[config.mk]
export PLATFORM = sky130hd
export DESIGN_NAME = cmp_ctrl
export DESIGN_NICKNAME = d
export VERILOG_FILES = /design/src/rtl/cmp_ctrl.sv
export SDC_FILE = /design/constraint.sdc
export NUM_CORES = 1
export LEC_CHECK = 0
export ABC_CLOCK_PERIOD_IN_PS = 4330
export BUFFER_PORTS_ARGS = -buffer_cell sky130_fd_sc_hd__buf_2
export CAP_MARGIN = 20
export CORE_UTILIZATION = 53
export CTS_CLUSTER_DIAMETER = 200
export DETAILED_ROUTE_END_ITERATION = 10
export HOLD_SLACK_MARGIN = 0.15
export PLACE_DENSITY_LB_ADDON = 0.05
export SLEW_MARGIN = 0
export SYNTH_ARGS = -nofsm -noshare
export SYNTH_HDL_FRONTEND = slang
export SYNTH_SLANG_ARGS = --single-unit
[constraint.sdc]
create_clock -name clk -period 4.33 [get_ports clk]
set_clock_uncertainty 0.15 [all_clocks]
set_input_delay 0.866 -clock clk [delete_from_list [all_inputs] [get_ports clk]]
set_output_delay 0.866 -clock clk [all_outputs]
set_load 0.005 [all_outputs]
[src/rtl/cmp_ctrl.sv]
// Compare-instruction sequencer: accepts one instruction, reads both sources through a
// single register-file port, drives the compare unit, writes the 1-bit result back and
// keeps a saturating count of Yes results.
module cmp_ctrl #(
  parameter int unsigned DW = 3,
  parameter int unsigned AW = 3,
  parameter int unsigned OW = 5,
  parameter int unsigned CW = 8
) (
  input  logic          clk,
  input  logic          reset,
  input  logic          instr_valid,
  output logic          instr_ready,
  input  logic [OW-1:0] instr_op,
  input  logic [AW-1:0] instr_rs1,
  input  logic [AW-1:0] instr_rs2,
  input  logic [AW-1:0] instr_rd,
  output logic [AW-1:0] rf_raddr,
  input  logic [DW-1:0] rf_rdata,
  output logic          rf_we,
  output logic [AW-1:0] rf_waddr,
  output logic [DW-1:0] rf_wdata,
  output logic [OW-1:0] cmp_opcode,
  output logic [DW-1:0] cmp_r1,
  output logic [DW-1:0] cmp_r2,
  input  logic [DW-1:0] cmp_rd,
  output logic          done,
  output logic          illegal,
  output logic [CW-1:0] yes_count,
  input  logic          cnt_clr
);

  localparam logic [OW-1:0] OpLt  = OW'(5'b01011);
  localparam logic [OW-1:0] OpGt  = OW'(5'b01100);
  localparam logic [OW-1:0] OpEq  = OW'(5'b01101);
  localparam logic [OW-1:0] OpGte = OW'(5'b01110);
  localparam logic [OW-1:0] OpLte = OW'(5'b01111);
  localparam logic [OW-1:0] OpNe  = OW'(5'b10000);

  typedef enum logic [2:0] {StIdle, StRead1, StRead2, StExec, StWb, StRej} state_e;

  state_e        state_q, state_d;
  logic [OW-1:0] op_q;
  logic [AW-1:0] rs1_q, rs2_q, rd_q;
  logic [DW-1:0] opa_q, opb_q, res_q;
  logic [CW-1:0] cnt_q;
  logic          instr_legal;
  logic          accept;

  // Decode whether the offered opcode is one of the compare operations.
  always_comb begin
    instr_legal = 1'b0;
    case (instr_op)
      OpLt, OpGt, OpEq, OpGte, OpLte, OpNe: instr_legal = 1'b1;
      default:                              instr_legal = 1'b0;
    endcase
  end

  assign accept = (state_q == StIdle) && instr_valid;

  // State register.
  always_ff @(posedge clk or posedge reset) begin
    if (reset) begin
      state_q <= StIdle;
    end else begin
      state_q <= state_d;
    end
  end

  // Next-state logic: fixed walk through the read/execute/writeback sequence.
  always_comb begin
    state_d = state_q;
    unique case (state_q)
      StIdle:  if (accept) state_d = instr_legal ? StRead1 : StRej;
      StRead1: state_d = StRead2;
      StRead2: state_d = StExec;
      StExec:  state_d = StWb;
      StWb:    state_d = StIdle;
      StRej:   state_d = StIdle;
      default: state_d = StIdle;
    endcase
  end

  // Instruction fields, operands, result and the Yes counter; clear beats increment.
  always_ff @(posedge clk or posedge reset) begin
    if (reset) begin
      op_q  <= '0;
      rs1_q <= '0;
      rs2_q <= '0;
      rd_q  <= '0;
      opa_q <= '0;
      opb_q <= '0;
      res_q <= '0;
      cnt_q <= '0;
    end else begin
      if (accept) begin
        op_q  <= instr_op;
        rs1_q <= instr_rs1;
        rs2_q <= instr_rs2;
        rd_q  <= instr_rd;
      end
      if (state_q == StRead1) opa_q <= rf_rdata;
      if (state_q == StRead2) opb_q <= rf_rdata;
      if (state_q == StExec)  res_q <= cmp_rd;
      if (cnt_clr) begin
        cnt_q <= '0;
      end else if ((state_q == StWb) && res_q[0] && (cnt_q != '1)) begin
        cnt_q <= cnt_q + CW'(1);
      end
    end
  end

  // Outputs are decoded from state; held fields are shown whenever not in use.
  always_comb begin
    instr_ready = (state_q == StIdle);
    rf_raddr    = (state_q == StRead2) ? rs2_q : rs1_q;
    rf_we       = (state_q == StWb);
    rf_waddr    = rd_q;
    rf_wdata    = res_q;
    cmp_opcode  = (state_q == StExec) ? op_q : '0;
    cmp_r1      = opa_q;
    cmp_r2      = opb_q;
    done        = (state_q == StWb);
    illegal     = (state_q == StRej);
    yes_count   = cnt_q;
  end

endmodule
==> results.cfg <==
[setup_path]
start_kind = register
timing.rr.end = op_q[3]$_DFFE_PP0P_
r2r_cells = 3
r2r_setup_slack_ns = 2.30
cp.arrival_ns = 1.86
worstPathRequired_ns = 3.31
critPathKind = reg2out
timing.rr.start = state_q[2]$_DFFE_PP0P_
cp_max_fo = 11
end_kind = output port

[synth]
ys_top_cells_by_area = dfrtp_1 53%, mux2_1 16%, and2_1 2.7%, nor2_1 2.3%, mux2_2 2.1%
synth_top_family_by_area = multiplexers
postSynthCellCount = 126
synth-simple-area-share_pct = 14.8
synth_compound_area_share_pct = 5.23
synth_area_leader_cell = dfrtp_1
syn-num-nets = 151
synth-xor-area-share_pct = 3.28
ys_warn_count = 0
synth-seq-cells = 34
ys.flop_type = dfrtp_1
netlist-cell-type-count = 36
avgSynthCellArea_um2 = 12.7
yosys.area.top_type_share_pct = 53.1
synthMuxAreaShare_pct = 18.9
yosys.area_share.adder_pct = 0.781
synth_commonest_cells = 34 x dfrtp_1, 23 x mux2_1, 10 x nor2_1
ys_async_sr_fraction_pct = 100
yosysSeqAreaShare_pct = 53.1
syn_area_mm2 = 0.00160
synth_edf_count = 0
synth.most_common_cell = dfrtp_1

[power]
power_mw = 1.20
power_frac_comb_pct = 30.8
vdd_drop_max_uv = 392
p_int_uw = 854
seqPwrFrac_pct = 43.7
p_leak_nw = 0.985
p_clk_share_pct = 25.5
power.share.switching_pct = 28.9
p_sw_uw = 348
p_per_area_mw_per_mm2 = 606

[timing]
finalSetupTns_ns = 0
finalCritPeriodShare_pct = 66.5
finalMaxSlewViolations = 0
max_freq_mhz = 347
relSlewSlack_pct = 56.7
rsz0062_at_grt = false
worst_slew_pin_slew_ns = 0.650
setup_viol = 0
fin_crit_ns = 2.88
hold-worst-slack_ns = 0.338
hold_violations = 0
fin_ws_ns = 1.45

[detailed_routing]
dr_total_vias = 1155
drc = 13
wire_per_inst_um = 13.7
drt-initial-drc-count = 38
via_per_inst = 5.42
wirelength_um = 2920
dr.pass1.iters = 7
drtAntennaViolNets = 0

[grt]
grt_pass1_wl_um = 4870
grt_pass1_vias = 1109
antenna_found_initial = 0
grt-ovfl-total = 0
grt_max_degree = 35
track_usage_pct = 20.2

[clock_tree]
cts_tree = yes
clockBufferDepth = 2
cts-root-buf = clkbuf_4
hold_buffers = 0
cts_made_buffers = 5
cts.htree.levels = 2
cts_setup_buffers = 0
worst_setup_hold_path_clk_slew_ns = 0.11
worstSkewPairLatency_ns = 0.34
clkSinkCount = 34
cts_resized = 0

[worst_hold_path]
min_from = op_q[2]$_DFFE_PP0P_
min_to = op_q[2]$_DFFE_PP0P_
min_path_type = reg2reg
whs_path_depth = 1

[die]
coreArea_mm2 = 0.00281
rows = 19
start_util_pct = 57.1
fp.dieH_um = 57.0
die_w_um = 57.0
die_area_mm2 = 0.00325
io_pins = 56

[placement]
port-buffer-count = 55
place_area_mm2 = 0.00187
hpwl_um = 2110
pre_cts_slack_ns = 1.82
dpl.cell_count = 205
place.gp.congestion = 0.758

[layout]
fin_cells = 213
finish.instance_area_mm2 = 0.00198
area.growth.synth_to_final_pct = 23.8
diodes = 0
drive_gt1_share_pct = 40.1
final_util_pct = 70.7
finalNetCount = 206

[flow_run]
maxCapViolations = 0

[run_status]
violations = DRC
status = finished, violations left
## cell type report
class                   instances  area, µm²
clock inverters                 2       60.1
fillers                       224        822
multi-input cells              81        688
well taps                      31       38.8
inverters                       3       11.3
flip-flops and latches         34        851
clock buffers                   6       51.3
repair buffers                 56        283
## layout by cell type, fill, tap and decap left out, drive strengths merged, types with 2 or more instances in the layout
master and n:
clkbuf 6, xnor2 3, dfrtp 34, nor2 10, xor2 3, bufinv 2
and2 7, nand3 2, nor3 4, or3 2, buf 56, nor3b 3
and3 2, o21ai 3, a21oi 3, mux2 26, inv 3, and3b 2
## state kept, by name (all words and copies together) (netlist names)
signal	flops
op_q	5
rf_waddr	3
rf_wdata	3
cmp_r1	3
rs2_q	3
cmp_r2	3
rs1_q	3
yes_count	8
state_q	3
## power by group through the flow
stage,combinational [mW],clock (mW),sequential (mW)
4_1_cts,0.379,0.315,0.526
6_report,0.370,0.307,0.524
3_5_place_dp,0.377,0,0.532
2_1_floorplan,0.277,0,0.502
5_1_grt,0.412,0.325,0.544
3_3_place_gp,0.367,0,0.522
## routing by layer
layer  vias up  global-route usage, %  wire (µm)
met5         -                      0          0
met4         0                   10.5         74
met3         8                   5.22        160
met2        38                   34.5       1420
met1       556                   23.5       1270
li1        553                      -          -
## logic make-up (layout without fill, tap and decap cells)
family	Yosys count	in the layout
AOI/OAI and AO/OA	10	10
xor gates and xnor gates	6	6
adders and majority gates	1	1
buffers and inverters	11	67
DFF	34	34
muxes	27	27
and+or+nand+nor	37	37
## critical path: stages (launching register included)
cell and delay (ns):
dfrtp_1 0.53, nor3b_2 0.49, mux2_1 0.36, buf_2 0.13
## how the worst max path moves through the flow
stage / cells past startpoint / endpoint / from
finish: 3 / rf_raddr[1] / state_q[1]$_DFFE_PP0P_
CTS: 3 / rf_raddr[2] / state_q[1]$_DFFE_PP0P_
floorplan: 3 / rf_raddr[0] / state_q[1]$_DFFE_PP0P_
global placement: 3 / rf_raddr[0] / state_q[1]$_DFFE_PP0P_
detailed placement: 3 / rf_raddr[2] / state_q[1]$_DFFE_PP0P_
global route: 3 / rf_raddr[1] / state_q[1]$_DFFE_PP0P_
Power figures use the tool's default switching activity.
